**config.mk**
```make
export PLATFORM = sky130hd
export DESIGN_NAME = random_word_harvester
export DESIGN_NICKNAME = d
export VERILOG_FILES = /design/src/rtl/rng_pkg.sv /design/src/rtl/von_neumann_debias.sv /design/src/rtl/random_word_harvester.sv
export SDC_FILE = /design/constraint.sdc
export NUM_CORES = 1
export LEC_CHECK = 0
export ABC_CLOCK_PERIOD_IN_PS = 9400
export CAP_MARGIN = 20
export CORE_ASPECT_RATIO = 0.5
export CORE_MARGIN = 5
export CORE_UTILIZATION = 45
export CTS_CLUSTER_DIAMETER = 200
export DETAILED_ROUTE_END_ITERATION = 16
export GPL_ROUTABILITY_DRIVEN = 0
export PLACE_DENSITY = 0.64
export SYNTH_ARGS = -nofsm -noshare
export SYNTH_HDL_FRONTEND = slang
export SYNTH_HIERARCHICAL = 1
export SYNTH_SLANG_ARGS = --single-unit
```
**constraint.sdc**
```tcl
create_clock -name CLK -period 9.4 [get_ports CLK]
set_clock_uncertainty 0.1 [all_clocks]
set_input_delay 1.88 -clock CLK [delete_from_list [all_inputs] [get_ports CLK]]
set_output_delay 1.88 -clock CLK [all_outputs]
set_load 0.03 [all_outputs]
```
**src/rtl/rng_pkg.sv**
```systemverilog
// Shared types and default parameters for the random word harvester.
package rng_pkg;

    typedef enum logic {
        FIRST  = 1'b0,
        SECOND = 1'b1
    } vn_state_t;

    localparam int DEF_WIDTH      = 16;
    localparam int DEF_SAMPLE_DIV = 4;
    localparam int DEF_REP_LIMIT  = 64;

endpackage

```
**src/rtl/von_neumann_debias.sv**
```systemverilog
// Von Neumann pair extractor: emits the first bit of every unequal sample pair.
module von_neumann_debias
    import rng_pkg::*;
(
    input  logic CLK,
    input  logic RST,
    input  logic strobe,
    input  logic s,
    input  logic clear,
    output logic dbit,
    output logic dbit_valid
);

    vn_state_t state;
    logic      first;

    always_ff @(posedge CLK or posedge RST) begin
        if (RST) begin
            state <= FIRST;
            first <= 1'b0;
        end else if (clear) begin
            state <= FIRST;
            first <= 1'b0;
        end else if (strobe) begin
            case (state)
                FIRST: begin
                    first <= s;
                    state <= SECOND;
                end
                default: state <= FIRST;
            endcase
        end
    end

    // The pair completes on the strobe edge itself, so the bit is offered combinationally.
    assign dbit       = first;
    assign dbit_valid = strobe && !clear && (state == SECOND) && (s != first);

endmodule

```
**src/rtl/random_word_harvester.sv**
```systemverilog
// Samples a metastable entropy bit, debiases it, packs WIDTH-bit words onto a
// valid/ready stream and latches a sticky fault when the source sticks.
module random_word_harvester
    import rng_pkg::*;
#(
    parameter int WIDTH      = DEF_WIDTH,
    parameter int SAMPLE_DIV = DEF_SAMPLE_DIV,
    parameter int REP_LIMIT  = DEF_REP_LIMIT
) (
    input  logic             CLK,
    input  logic             RST,
    input  logic             raw_bit,
    output logic [WIDTH-1:0] out_data,
    output logic             out_valid,
    input  logic             out_ready,
    output logic             fault,
    output logic             words_dropped
);

    localparam int DIV_W = (SAMPLE_DIV > 1) ? $clog2(SAMPLE_DIV) : 1;
    localparam int CNT_W = $clog2(WIDTH + 1);
    localparam int REP_W = $clog2(REP_LIMIT + 1);
    localparam logic [DIV_W-1:0] DIV_LAST = DIV_W'(SAMPLE_DIV - 1);
    localparam logic [CNT_W-1:0] CNT_FULL = CNT_W'(WIDTH);
    localparam logic [CNT_W-1:0] CNT_LAST = CNT_W'(WIDTH - 1);
    localparam logic [REP_W-1:0] REP_MAX  = REP_W'(REP_LIMIT);

    logic             sync1;
    logic             s;
    logic [DIV_W-1:0] div;
    logic             strobe;
    logic             prev;
    logic [REP_W-1:0] rep_cnt;
    logic [REP_W-1:0] rep_next;
    logic             fault_next;
    logic             dbit;
    logic             dbit_valid;
    logic [WIDTH-1:0] acc;
    logic [CNT_W-1:0] count;
    logic [WIDTH-1:0] word;
    logic             out_free;

    always_ff @(posedge CLK or posedge RST) begin
        if (RST) begin
            sync1 <= 1'b0;
            s     <= 1'b0;
        end else begin
            sync1 <= raw_bit;
            s     <= sync1;
        end
    end

    assign strobe = (div == DIV_LAST);

    always_ff @(posedge CLK or posedge RST) begin
        if (RST) begin
            div <= '0;
        end else if (strobe) begin
            div <= '0;
        end else begin
            div <= div + 1'b1;
        end
    end

    // rep_cnt==0 marks "no previous sample yet"; the first sample just seeds prev.
    always_comb begin
        rep_next = rep_cnt;
        if (strobe) begin
            if ((rep_cnt == '0) || (s != prev)) begin
                rep_next = REP_W'(1);
            end else if (rep_cnt != REP_MAX) begin
                rep_next = rep_cnt + 1'b1;
            end
        end
        fault_next = fault || (rep_next == REP_MAX);
    end

    always_ff @(posedge CLK or posedge RST) begin
        if (RST) begin
            prev    <= 1'b0;
            rep_cnt <= '0;
            fault   <= 1'b0;
        end else begin
            if (strobe) begin
                prev <= s;
            end
            rep_cnt <= rep_next;
            fault   <= fault_next;
        end
    end

    von_neumann_debias u_debias (
        .CLK       (CLK),
        .RST       (RST),
        .strobe    (strobe),
        .s         (s),
        .clear     (fault_next),
        .dbit      (dbit),
        .dbit_valid(dbit_valid)
    );

    // Handshake: a word transfers on any edge where out_valid && out_ready; out_data
    // is held while out_valid && !out_ready, and a new word may load on the transfer edge.
    assign out_free = !out_valid || out_ready;
    assign word     = {acc[WIDTH-2:0], dbit};

    // count==WIDTH means acc holds a complete word waiting for the output register.
    always_ff @(posedge CLK or posedge RST) begin
        if (RST) begin
            acc           <= '0;
            count         <= '0;
            out_data      <= '0;
            out_valid     <= 1'b0;
            words_dropped <= 1'b0;
        end else if (fault_next) begin
            acc           <= '0;
            count         <= '0;
            out_data      <= '0;
            out_valid     <= 1'b0;
            words_dropped <= 1'b0;
        end else begin
            words_dropped <= 1'b0;
            if (out_valid && out_ready) begin
                out_valid <= 1'b0;
            end
            if (count == CNT_FULL) begin
                if (out_free) begin
                    out_data  <= acc;
                    out_valid <= 1'b1;
                    if (dbit_valid) begin
                        acc   <= WIDTH'(dbit);
                        count <= CNT_W'(1);
                    end else begin
                        count <= '0;
                    end
                end else if (dbit_valid) begin
                    words_dropped <= 1'b1;
                end
            end else if (dbit_valid) begin
                if (count == CNT_LAST) begin
                    if (out_free) begin
                        out_data  <= word;
                        out_valid <= 1'b1;
                        count     <= '0;
                    end else begin
                        acc   <= word;
                        count <= CNT_FULL;
                    end
                end else begin
                    acc   <= word;
                    count <= count + 1'b1;
                end
            end
        end
    end

endmodule

```
# Word-level counts from Yosys, hierarchy flattened
# Index checks and enable logic that the tools add are counted.
dict set report word_totals {
  ff_bits 54
  output_inout_bits 19
  in_bits 4
  elab_cells 85
}
dict set report classes {
  add_sub_neg 3
  n_mux 40
  eq_ne 12
  reduce_logical 17
}
# operator count
set ops {}
lappend ops {{16-bit two-way mux} 13}
lappend ops {{5-bit two-way mux} 6}
lappend ops {{7-bit two-way mux} 3}
lappend ops {{1-bit two-way mux} 17}
lappend ops {{3-bit != test (second input constant)} 3}
lappend ops {{4-bit AND reduction} 2}
lappend ops {{7-bit by 1-bit adder with 7-bit output (second input constant)} 1}
lappend ops {{7-bit equality test (second input constant)} 1}
lappend ops {{7-bit logical NOT} 1}
lappend ops {{7-bit != test (second input constant)} 1}
lappend ops {{3-bit nonzero test} 2}
lappend ops {{5-bit by 1-bit adder with 5-bit output (second input constant)} 1}
lappend ops {{5-bit by 4-bit equality test with 1-bit output (second input constant)} 1}
lappend ops {{5-bit equality test (second input constant)} 1}
lappend ops {{1-bit logical AND} 4}
lappend ops {{4-bit != test (second input constant)} 1}
lappend ops {{2-bit AND reduction} 2}
lappend ops {{1-bit logical OR} 3}
lappend ops {{2-bit by 1-bit adder with 2-bit output (second input constant)} 1}
lappend ops {{2-bit equality test (second input constant)} 1}
lappend ops {{1-bit logical NOT} 2}
lappend ops {{2-bit two-way mux} 1}
lappend ops {{1-bit != test} 2}
lappend ops {{2-bit != test (second input constant)} 1}
lappend ops {{2-bit nonzero test} 1}

# Longest topological paths before layout
# Gate-level depths: netlist of the first run.
dict set report logic_depth {
  depth_word 14
  depth_mapped 13
  depth_no_buf 11
}

# Modules after synthesis
# The synthesis of the first run kept the hierarchy.
# mod area_per_inst_um2 seq_area_each_um2 instances cells_per_inst
set modules_own_cells {}
lappend modules_own_cells {random_word_harvester 2573.7 1301.2 1 253}
lappend modules_own_cells {von_neumann_debias 112.6 50.0 1 12}

# Worst setup path before layout of the first run
# No wires, ideal clock.
dict set report synth_path {
  path_type {flip-flop to flip-flop}
  start {register div[0]}
  end {register out_data[6]}
  t_required_ns 9.201
  setup_ns 0.099
  path_buffers 3
  path_stages_with_launch 13
  slack_ns 5.826
  arrival_ns 3.374
  period_less_slack_ns 3.574
  path_cell_list {dfrtp_1 -> ha_1 -> clkbuf_1 -> nand2_1 -> o31ai_1 -> o41ai_4 -> buf_6 -> nor3_1 -> nand2_1 -> o31ai_1 -> clkbuf_1 -> a21oi_1 -> a311oi_1}
}
dict set report synth_between {
  elab_chain_cells 10
  elab_cells_between_ends 14
  classes_between {4 x eq/ne; 2 x mux; 8 x reduce/logical}
}
# item line
set synth_rtl {}
lappend synth_rtl {{start, declared} random_word_harvester.sv:30} ;# logic [DIV_W-1:0] div;
lappend synth_rtl {{start signal, assigned} random_word_harvester.sv:61} ;# div <= div + 1'b1;
lappend synth_rtl {{2-bit equality test} random_word_harvester.sv:53} ;# assign strobe = (div == DIV_LAST);
lappend synth_rtl {{via strobe} random_word_harvester.sv:31} ;# logic strobe;
lappend synth_rtl {{7-bit two-way mux} random_word_harvester.sv:68} ;# if (strobe) begin
lappend synth_rtl {{via rep_next[5]} random_word_harvester.sv:34} ;# logic [REP_W-1:0] rep_next;
lappend synth_rtl {{7-bit equality test} random_word_harvester.sv:75} ;# fault_next = fault || (rep_next == REP_MAX);
lappend synth_rtl {{1-bit logical OR} random_word_harvester.sv:75}
lappend synth_rtl {{via fault_next} random_word_harvester.sv:35} ;# logic fault_next;
lappend synth_rtl {{1-bit logical NOT} von_neumann_debias.sv:37} ;# assign dbit_valid = strobe && !clear && (state == SECOND) && (s != first);
lappend synth_rtl {{1-bit logical AND (3 in series)} von_neumann_debias.sv:37}
lappend synth_rtl {{via dbit_valid} random_word_harvester.sv:37} ;# logic dbit_valid;
lappend synth_rtl {{3-bit nonzero test (no source line)} n/a}
lappend synth_rtl {{4-bit AND reduction (no source line)} n/a}
lappend synth_rtl {{end signal, assigned} random_word_harvester.sv:142} ;# out_data <= word;
lappend synth_rtl {{end, declared} random_word_harvester.sv:13} ;# output logic [WIDTH-1:0] out_data,
# The timed path passes the listed nets, and every way through them passes these cells.
# A chain may end at the register's enable or synchronous reset.

# Worst setup path in the final report of the first run
dict set report layout_path {
  start {register rep_cnt[0]}
  end {register acc[2]}
}
dict set report layout_between {
  elab_chain_cells 12
  elab_cells_between_ends 19
  classes_between {1 x add/sub; 5 x eq/ne; 4 x mux; 9 x reduce/logical}
}
# item line
set layout_rtl {}
lappend layout_rtl {{start, declared} random_word_harvester.sv:33} ;# logic [REP_W-1:0] rep_cnt;
lappend layout_rtl {{start signal, assigned} random_word_harvester.sv:87} ;# rep_cnt <= rep_next;
lappend layout_rtl {{7-bit by 1-bit adder with 7-bit output (tied with other cells)} random_word_harvester.sv:72} ;# rep_next = rep_cnt + 1'b1;
lappend layout_rtl {{7-bit two-way mux or 1-bit logical OR (tied branches)} {random_word_harvester.sv:71, random_word_harvester.sv:69}}
lappend layout_rtl {{7-bit two-way mux *} random_word_harvester.sv:69} ;# if ((rep_cnt == '0) || (s != prev)) begin
lappend layout_rtl {{7-bit two-way mux *} random_word_harvester.sv:68}
lappend layout_rtl {{via rep_next[4]} random_word_harvester.sv:34}
lappend layout_rtl {{7-bit equality test *} random_word_harvester.sv:75}
lappend layout_rtl {{1-bit logical OR *} random_word_harvester.sv:75}
lappend layout_rtl {{1-bit logical NOT *} von_neumann_debias.sv:37}
lappend layout_rtl {{1-bit logical AND * (3 in series)} von_neumann_debias.sv:37}
lappend layout_rtl {{via dbit_valid} random_word_harvester.sv:37}
lappend layout_rtl {{3-bit != test (no source line) or 3-bit nonzero test (tied branches)} n/a}
lappend layout_rtl {{4-bit AND reduction (no source line) *} n/a}
lappend layout_rtl {{end signal, assigned} random_word_harvester.sv:131} ;# acc <= WIDTH'(dbit);
lappend layout_rtl {{end signal, assigned} random_word_harvester.sv:146} ;# acc <= word;
lappend layout_rtl {{end signal, assigned} random_word_harvester.sv:150} ;# acc <= word;
lappend layout_rtl {{end, declared} random_word_harvester.sv:38} ;# logic [WIDTH-1:0] acc;
# The timed path passes the listed nets; every way through them passes the cells marked *.

==> results.md, run 1 <==
- Status: completed
- Fmax: 238.6 MHz
- Mux contribution to synthesized area: 0.06754
- Avg Inst Size Synth: just over 10 um2
- CP startpoint kind: register
- First-pass GRT wire length: ~9.7 mm
- Setup TNS Final: 0 ps
- Number of fill cells: ~500
- Synthesized cell area: 2686 um2
- Post-Synth XOR/XNOR Area: 0.01304
- Setup Viol. Count Final: 0
- Critical Path Fanout Max: 44
- Worst Path Arrival: 4310 ps
- Tmin final: between 4000 and 5000 ps
- CTS Root Cell: clkbuf_16
- RSZ-0062 raised after global routing: false
- Period utilisation layout: 0.4459
- Worst skew pair latency: 290 ps
- Post-Synthesis Cells: 265
- Die X: 119.3 um
- Post-route ant nets: 0
- Grt ovf: 0
- Post-route insts no fill: 355
- PD cells: ~170 nW/um2
- Pre-antenna DRT Iters: 4
- Max-Cap Viols: 0
- Maximum clock insertion buffer count: 2
- Chip Height: 64.64 um
- Post_cts resized: 0
- Worst path slowest cell: a21oi_1
- FF-to-FF setup slack: 5210 ps
- DP HPWL: 3.576 mm
- Sequential share of the synthesized area: 0.5030
- Min-Delay Path Class: reg -> reg
- Worst slew pin tran: 1090 ps
- Postcts setup bufs: 0
- TritonCTS buffer count: 5
- Hold bufs inserted after CTS: 0
- Vias in the first global route: 2023
- Relative slew slack: 0.2731
- Peak VDD IR: between 70 and 80 uV
- CP Cell Sequence: inv_1, ha_1, nand2_1, nand3_1, o31ai_1, o41ai_4, buf_4, nor3_1, nand2_1, a21oi_1, a22oi_1, nor2_1
- Core area: 5634 um2
- Clk sinks: 54
- Leak pwr: 1.396 nW
- Initial Util: 0.4768
- CTS tree: built
- I/O pin cnt: 23
- Reg area: 1351 um2
- Critical path type: reg -> reg
- Initial antenna violation count: 0
- Syn Nets: 274
- Vias: between 2000 and 2500
- Multi-input logic area: 1221 um2
- Commonest non-fill, non-tap cell in the layout: dfrtp_1
- Post-synthesis compound-gate area fraction: 0.2203
- Worst Setup End Kind: register
- Pin count of the biggest net entering global routing: 45
- CP most frequent cell: nand2_1
- Req. time, crit path: 9520 ps
- Crit-path max cell delay: 880 ps
- Drt wl/cell: around 16 um
- #FFs+latches synth: 54
- Rows: 19
- GRT Total Usage: 0.1528
- Layout cells sized above 1: 0.05674
- Final Net Count: 291
- Area Overhead vs Synth: 16.91%
- First DRT Iteration DRCs: 252
- # diodes: 0
- DRT Wirelength: 5.512 mm
- Final Util: 0.5574
- Post-synthesis cell type count: 39
- Most frequent cells in the layout: 54 x dfrtp_1, 29 x nor2_1, 24 x a21oi_1
- Die area: 7709 um2
- Post-Synth Adder-Cell Area: 0.02329
- Simple logic cell fraction of the synthesized area: 0.1253
- # H-tree levels: 2
- Drt drc: 0
- Number of port buffers: 22
- DP Cell Count: 347
- Final Max Tran Viols: 0
- Vias per Instance: 5.758
- Final hold violations: 0
- Reg clk slew, reported paths: 70 ps
- Largest family of logic cells by synthesized area: compound AO/OA/AOI/OAI gates
- YS warnings: 6
[critical path, delay by kind of cell (launching register included)]
kind	cells	cell delay (ps)
compound gates	4	1710
simple gates	5	1180
flops	1	480
fa+ha+maj	1	250
buf+inv	2	390
[cells by family after synthesis]
| family | after synthesis |
|---|---|
| multiplexers | 18 |
| flip-flops | 54 |
| AND/OR/NAND/NOR | 72 |
| adder cells (fa/ha/maj) | 5 |
| XOR/XNOR | 4 |
| buffers and inverters | 26 |
| AO/OA/AOI/OAI | 86 |
[area by class of cell]
class / instances / share of cell area
flip-flops and latches: 54 / 0.4303
multi-input cells: 185 / 0.3888
repair buffers: 27 / 0.08725
clock buffers: 6 / 0.04422
well taps: 73 / 0.02908
inverters: 9 / 0.01076
clock inverters: 1 / 0.009562
[Yosys cell counts (all sizes together)]
cell	number	area share
ha	5	0.023
clkbuf	13	0.018
a311oi	16	0.052
nor2b	3	0.0070
nand3	8	0.015
o32ai	1	0.0033
nor3b	2	0.0056
nor4	1	0.0023
a211oi	1	0.0028
o21ai	16	0.030
o31ai	4	0.011
o221ai	1	0.0033
xnor2	3	0.0098
dfrtp	54	0.50
mux2	1	0.0042
nand3b	1	0.0028
or3	2	0.0047
nor2	29	0.041
o211ai	1	0.0028
nand2b	3	0.0070
a22o	1	0.0033
mux2i	17	0.063
buf	4	0.017
nand2	16	0.022
xor2	1	0.0033
a2111oi	1	0.0037
a21oi	24	0.045
and3b	1	0.0033
a221oi	1	0.0033
o41ai	1	0.010
a22oi	15	0.042
nand4bb	1	0.0042
o2111ai	1	0.0033
nor3	2	0.0037
a31oi	2	0.0047
and2	1	0.0023
inv	9	0.013
and3	2	0.0047
[sequential cells by signal, indices dropped and copies added, names as in the netlist, 2 cells and up]
signal and count:
rep_cnt 7, acc 16, div 2, count 5, out_data 16
[final timing paths]
kind | start | to | cells past startpoint
max in group asynchronous | RST | out_data[3] | 3
worst min-delay path | sync1 | s | 0
worst max register to register | rep_cnt[0] | acc[2] | 12
worst min register to register | sync1 | s | 0
min in group asynchronous | RST | u_debias/state | 2
worst max-delay path | rep_cnt[0] | acc[2] | 12
[per-stage QoR]
step	area [um2]	hold slack [ps]	power, mW	worst slack [ps]
after global routing	3141	279.6	0.5789	4811
after detailed placement	2960	241.7	0.3402	5235
after CTS	3129	257.1	0.5537	5217
after global placement	2940	236.3	0.3361	5380
final	3141	258.0	0.5476	5209
after floorplan	2686	231.2	0.3190	5826
[routing by layer]
metal	share of wire	GRT usage	vias to the layer above
met1	0.50	0.2044	992
met4	0.015	0.05628	0
met2	0.45	0.2431	37
met5	0	0	-
met3	0.037	0.03910	8
li1	-	-	1007
[power breakdown]
part	internal, mW	switching [mW]
combinational	0.0277	0.0387
sequential	0.248	0.0220
clock	0.132	0.0801
Power figures use the tool's default switching activity.
==> inputs of run 2 (changes only) <==
Settings changed: ABC_CLOCK_PERIOD_IN_PS 9400 to 4000.
Clock period 9.4 ns to 4 ns, I/O delays scaled along.
==> results.md, run 2 (synthesized netlist as in run 1, its figures left out) <==
- Critical Path Fanout Max: 33 (-25%)
- Drt drc: 0 (unchanged)
- Initial antenna violation count: 0 (unchanged)
- Die area: 7709 um2 (unchanged)
- Maximum clock insertion buffer count: 2 (unchanged)
- DP HPWL: 3.706 mm (+3.6%)
- Crit-path max cell delay: 500 ps (-380 ps)
- First-pass GRT wire length: 9.901 mm (+2.6%)
- Worst Path Arrival: 3800 ps (-510 ps)
- Pin count of the biggest net entering global routing: 53 (+18%)
- Vias in the first global route: 2105 (+4.1%)
- Initial Util: 0.4768 (unchanged)
- PD cells: 411.9 nW/um2 (+140%)
- Chip Height: 64.64 um (unchanged)
- Final Util: 0.5618 (+0.004442)
- Min Hold Slack: 252.9 ps (-5.145 ps)
- Leak pwr: 1.411 nW (+1.1%)
- Post-route ant nets: 0 (unchanged)
- CP startpoint kind: register
- I/O pin cnt: 23 (unchanged)
- Most frequent cells in the layout: 54 x dfrtp_1, 29 x nor2_1, 24 x a21oi_1
- Core area: 5634 um2 (unchanged)
- Max-Cap Viols: 0 (unchanged)
- Worst skew pair latency: 290 ps (about the same)
- RSZ-0062 raised after global routing: false
- Post-route insts no fill: 358 (+0.85%)
- Grt met3 use: 0.03997 (+0.0008688)
- Vias: 2095 (+2.5%)
- Final Net Count: 293 (+0.69%)
- TritonCTS buffer count: 5 (unchanged)
- Total power: 1.304 mW (+140%)
- Peak VDD IR: 175.5 uV (+120%)
- # H-tree levels: 2 (unchanged)
- Post_cts resized: 0 (unchanged)
- Grt ovf: 0 (unchanged)
- Die X: 119.3 um (unchanged)
- Relative slew slack: 0.5348 (+0.2617)
- First DRT Iteration DRCs: 136 (-46%)
- Clk sinks: 54 (unchanged)
- # diodes: 0 (unchanged)
- DP Area: 2963 um2 (about the same)
- Hold bufs inserted after CTS: 0 (unchanged)
- DP Cell Count: 349 (+0.58%)
- Rows: 19 (unchanged)
- Area Overhead vs Synth: 17.84%
- Worst path slowest cell: dfrtp_1
- Commonest non-fill, non-tap cell in the layout: dfrtp_1
- GR peak layer: met2
- Setup Viol. Count Final: 0 (unchanged)
- Postcts setup bufs: 0 (unchanged)
- Layout cells sized above 1: 0.07018 (+0.01344)
- Place WS: 318.3 ps (-4916 ps)
- Post-route cell area: 3166 um2 (+0.80%)
- Req. time, crit path: 4090 ps (-5430 ps)
- Period utilisation layout: 0.9278 (+0.4819)
- Drt wl/cell: 16.03 um (+3.3%)
- Final hold violations: 0 (unchanged)
- Pre-antenna DRT Iters: 4 (unchanged)
- Fmax: 269.5 MHz (+13%)
- Worst slew pin tran: 695.9 ps (-394.5 ps)
- CTS tree: built
- DRT Wirelength: 5.740 mm (+4.1%)
- M1 GR Usage: 0.2016 (-0.002752)
- Status: completed
- Final Max Tran Viols: 0 (unchanged)
- Setup TNS Final: 0 ps (unchanged)
- CP Cell Sequence: ha_1, nand3_1, o21ai_0, a221oi_1, a31oi_1, o41ai_4, nor3_1, nand2_1, o31ai_4, buf_4, a21oi_1, a311oi_1
- Final setup margin: 288.8 ps (-4920 ps)
- Number of port buffers: 22 (unchanged)
- GRT met2 Usage: 0.2614 (+0.01827)
- Largest regs: acc x16, out_data x16, rep_cnt x7
- Min-Delay Path Class: reg -> reg
- Critical path type: reg -> reg
- CTS Root Cell: clkbuf_16
- Reg clk slew, reported paths: 70 ps (about the same)
- GRT Total Usage: 0.1582 (+0.005376)
- Worst Setup End Kind: register
- Tmin final: 3711 ps (-480.2 ps)
- Vias per Instance: 5.852 (+1.6%)
-- run 2: cell types whose count changed in the layout (fill, tap and decap cells not counted), sizes merged --
cell	delta
buf	+2
inv	+1
-- run 2: per-layer routing --
| metal | up-vias | wire length [um] |
|---|---|---|
| li1 | 1016 | - |
| met1 | 1018 | 2752 |
| met4 | 0 | 109 |
| met5 | - | 0 |
| met3 | 11 | 201 |
| met2 | 50 | 2677 |
-- run 2: path summary, 6_finish.rpt --
kind / slack, ps / cells past startpoint / endpoint / startpoint
max: 290 / 12 / out_data[15] / rep_cnt[0]
min: 250 / 0 / s / sync1
max reg2reg: 290 / 12 / out_data[15] / rep_cnt[0]
min reg2reg: 250 / 0 / s / sync1
max in group asynchronous: 2560 / 3 / count[0] / RST
min in group asynchronous: 600 / 2 / u_debias/dbit / RST
-- run 2: power breakdown --
| part | switching, mW | leakage (nW) | internal [mW] |
|---|---|---|---|
| combinational | 0.0908 | 0.599 | 0.0658 |
| clock | 0.198 | 0.0875 | 0.315 |
| sequential | 0.0533 | 0.725 | 0.581 |
| total | 0.342 | 1.41 | 0.962 |
-- run 2: layout make-up --
type	count	area (um2)
fill	489	2469
sequential	54	1351
multi-input combinational	185	1226
timing repair buffer	29	285.3
clock buffer	6	138.9
tap	73	91.34
clock inverter	2	38.79
inverter	9	33.78
-- run 2: worst max-delay path, delay by kind of cell (launching register included) --
family,cells,cell delay [ps]
AOI/OAI and AO/OA,7,1460
adders and majority gates,1,260
buffers and inverters,1,340
DFF,1,500
and+or+nand+nor,3,930
==> inputs of run 3 (changes only) <==
--- a/config.mk
+++ b/config.mk
@@ -11,3 +11,3 @@
 export CORE_MARGIN = 5
-export CORE_UTILIZATION = 45
+export CORE_UTILIZATION = 25
 export CTS_CLUSTER_DIAMETER = 200
@@ -15,3 +15,3 @@
 export GPL_ROUTABILITY_DRIVEN = 0
-export PLACE_DENSITY = 0.64
+export PLACE_DENSITY = 0.4
 export SYNTH_ARGS = -nofsm -noshare
==> constraint.sdc (replaced) <==
create_clock -name CLK -period 4 [get_ports CLK]
set_clock_uncertainty 0.1 [all_clocks]
set_input_delay 1 -clock CLK [delete_from_list [all_inputs] [get_ports CLK]]
set_output_delay 1 -clock CLK [all_outputs]
set_load 0.03 [all_outputs]
==> results.md, run 3 (synthesized netlist as in run 1, its figures left out) <==
- Initial antenna violation count: 0 (unchanged)
- Drt wl/cell: 14.04 um (-12%)
- Req. time, crit path: 4090 ps (about the same)
- DRT Wirelength: 6.007 mm (+4.7%)
- Final hold violations: 0 (unchanged)
- Rows: 26 (+7)
- Critical path type: reg -> reg
- Grt ovf: 0 (unchanged)
- Die X: 156.6 um (+31%)
- Peak VDD IR: 151.5 uV (-14%)
- Layout cells sized above 1: 0.07292 (+0.002741)
- Total power: 1.242 mW (-4.7%)
- Largest regs: acc x16, out_data x16, rep_cnt x7
- DP Cell Count: 420 (+20%)
- Internal cell power: 0.8992 mW (-6.5%)
- Hold depth: 0 (unchanged)
- Vias in the first global route: 2128 (+1.1%)
- Period utilisation layout: 0.9005 (-0.02730)
- Final setup margin: 398.0 ps (+109.2 ps)
- Drt drc: 0 (unchanged)
- RSZ-0062 raised after global routing: false
- Pre-antenna DRT Iters: 4 (unchanged)
- Worst Path Arrival: 3690 ps (-110 ps)
- Pin count of the biggest net entering global routing: 44 (-17%)
- Die area: 13040 um2 (+69%)
- Number of port buffers: 22 (unchanged)
- Post-route ant nets: 0 (unchanged)
- CP startpoint: rep_cnt[0]
- Maximum clock insertion buffer count: 2 (unchanged)
- # diodes: 0 (unchanged)
- Max-Cap Viols: 0 (unchanged)
- PD cells: 383.4 nW/um2 (-6.9%)
- Fmax: 277.6 MHz (+3.0%)
- R2R cell count: 12 (unchanged)
- Vias per Instance: 4.893 (-16%)
- Place WS: 417.5 ps (+99.24 ps)
- GRT Total Usage: 0.09780 (-0.06043)
- Logic pwr share: 0.126 (+0.006)
- # H-tree levels: 2 (unchanged)
- Worst Setup End Kind: register
- Postcts setup bufs: 0 (unchanged)
- Final Net Count: 296 (+1.0%)
- Core area: 10340 um2 (+84%)
- TritonCTS buffer count: 5 (unchanged)
- I/O pin cnt: 23 (unchanged)
- Reg clk slew, reported paths: 70 ps (about the same)
- Chip Height: 83.30 um (+29%)
- Post_cts resized: 0 (unchanged)
- Clock network power share: 0.365 (-0.028)
- Setup TNS Final: 0 ps (unchanged)
- Seq pwr share: 0.509 (+0.022)
- CTS tree: built
- Leak pwr: 1.408 nW (-0.25%)
- Post-route insts no fill: 428 (+20%)
- Hold bufs inserted after CTS: 0 (unchanged)
- Commonest non-fill, non-tap cell in the layout: dfrtp_1
- Status: completed
- Worst skew pair latency: 290 ps (about the same)
- First DRT Iteration DRCs: 100 (-26%)
- Number of fill cells: 1098 (+120%)
- Vias: 2094 (-0.048%)
- CTS Root Cell: clkbuf_16
- DP HPWL: 4.061 mm (+9.6%)
- Setup Viol. Count Final: 0 (unchanged)
- Final Util: 0.3133 (-0.2486)
- Initial Util: 0.2597 (-0.2171)
- Worst slew pin tran: 658.9 ps (-36.93 ps)
- Tmin final: 3602 ps (-109.2 ps)
- First-pass GRT wire length: 10.57 mm (+6.8%)
- Reg-to-reg startpoint: rep_cnt[0]
- Critical Path Fanout Max: 33 (unchanged)
- Most frequent cells in the layout: 54 x dfrtp_1, 29 x nor2_1, 24 x a21oi_1
- Clk sinks: 54 (unchanged)
- Area Overhead vs Synth: 20.63%
- NetSw: 0.3432 mW (+0.43%)
- Min-delay src: sync1
- Switching share of total power: 0.2762 (+0.01414)
- CP startpoint kind: register
- Final Max Tran Viols: 0 (unchanged)
- Relative slew slack: 0.5567 (+0.02187)
- Min-Delay Path Class: reg -> reg
run 3: cell type report:
class,count,area (um2),share of cell area
Sequential cell,54,1351,0.4170
Multi-Input combinational cell,185,1221,0.3768
Timing Repair Buffer,32,307.8,0.09498
Tap cell,140,175.2,0.05405
Clock buffer,7,142.6,0.04402
Inverter,9,33.78,0.01042
Clock inverter,1,8.758,0.002703
run 3: worst paths after layout:
check	end	slack, ps
worst max-delay path	out_data[10]	400
worst min register to register	s	250
worst min-delay path	s	250
worst max register to register	out_data[10]	400
min in group asynchronous	u_debias/dbit	810
max in group asynchronous	out_valid	2240
run 3: layer usage:
| layer | global-route usage | wire, um |
|---|---|---|
| met1 | 0.1295 | 2919 |
| met2 | 0.1532 | 2791 |
| met3 | 0.02700 | 190 |
| met4 | 0.03386 | 106 |
| met5 | 0 | 0 |
run 3: power groups by stage:
stage | combinational (mW) | clock (mW) | sequential [mW]
finish | 0.157 | 0.453 | 0.632
CTS | 0.159 | 0.472 | 0.631
floorplan | 0.120 | 0 | 0.630
global placement | 0.156 | 0 | 0.642
detailed placement | 0.155 | 0 | 0.642
global route | 0.183 | 0.500 | 0.642
run 3: critical path, stage by stage (launching register included):
cell	delay (ps)
dfrtp_1	480
inv_1	100
ha_1	260
nand2_1	100
nand3_1	170
o31ai_1	470
o41ai_4	150
nor3_1	510
nand2_1	270
o31ai_4	310
buf_12	220
a21oi_1	90
a311oi_1	270
run 3: per-stage QoR:
step	hold slack, ps	instance area [um2]
6_report	252.1	3241
3_5_place_dp	237.3	3089
2_1_floorplan	231.2	2686
5_1_grt	257.0	3241
4_1_cts	254.8	3241
3_3_place_gp	233.7	3089
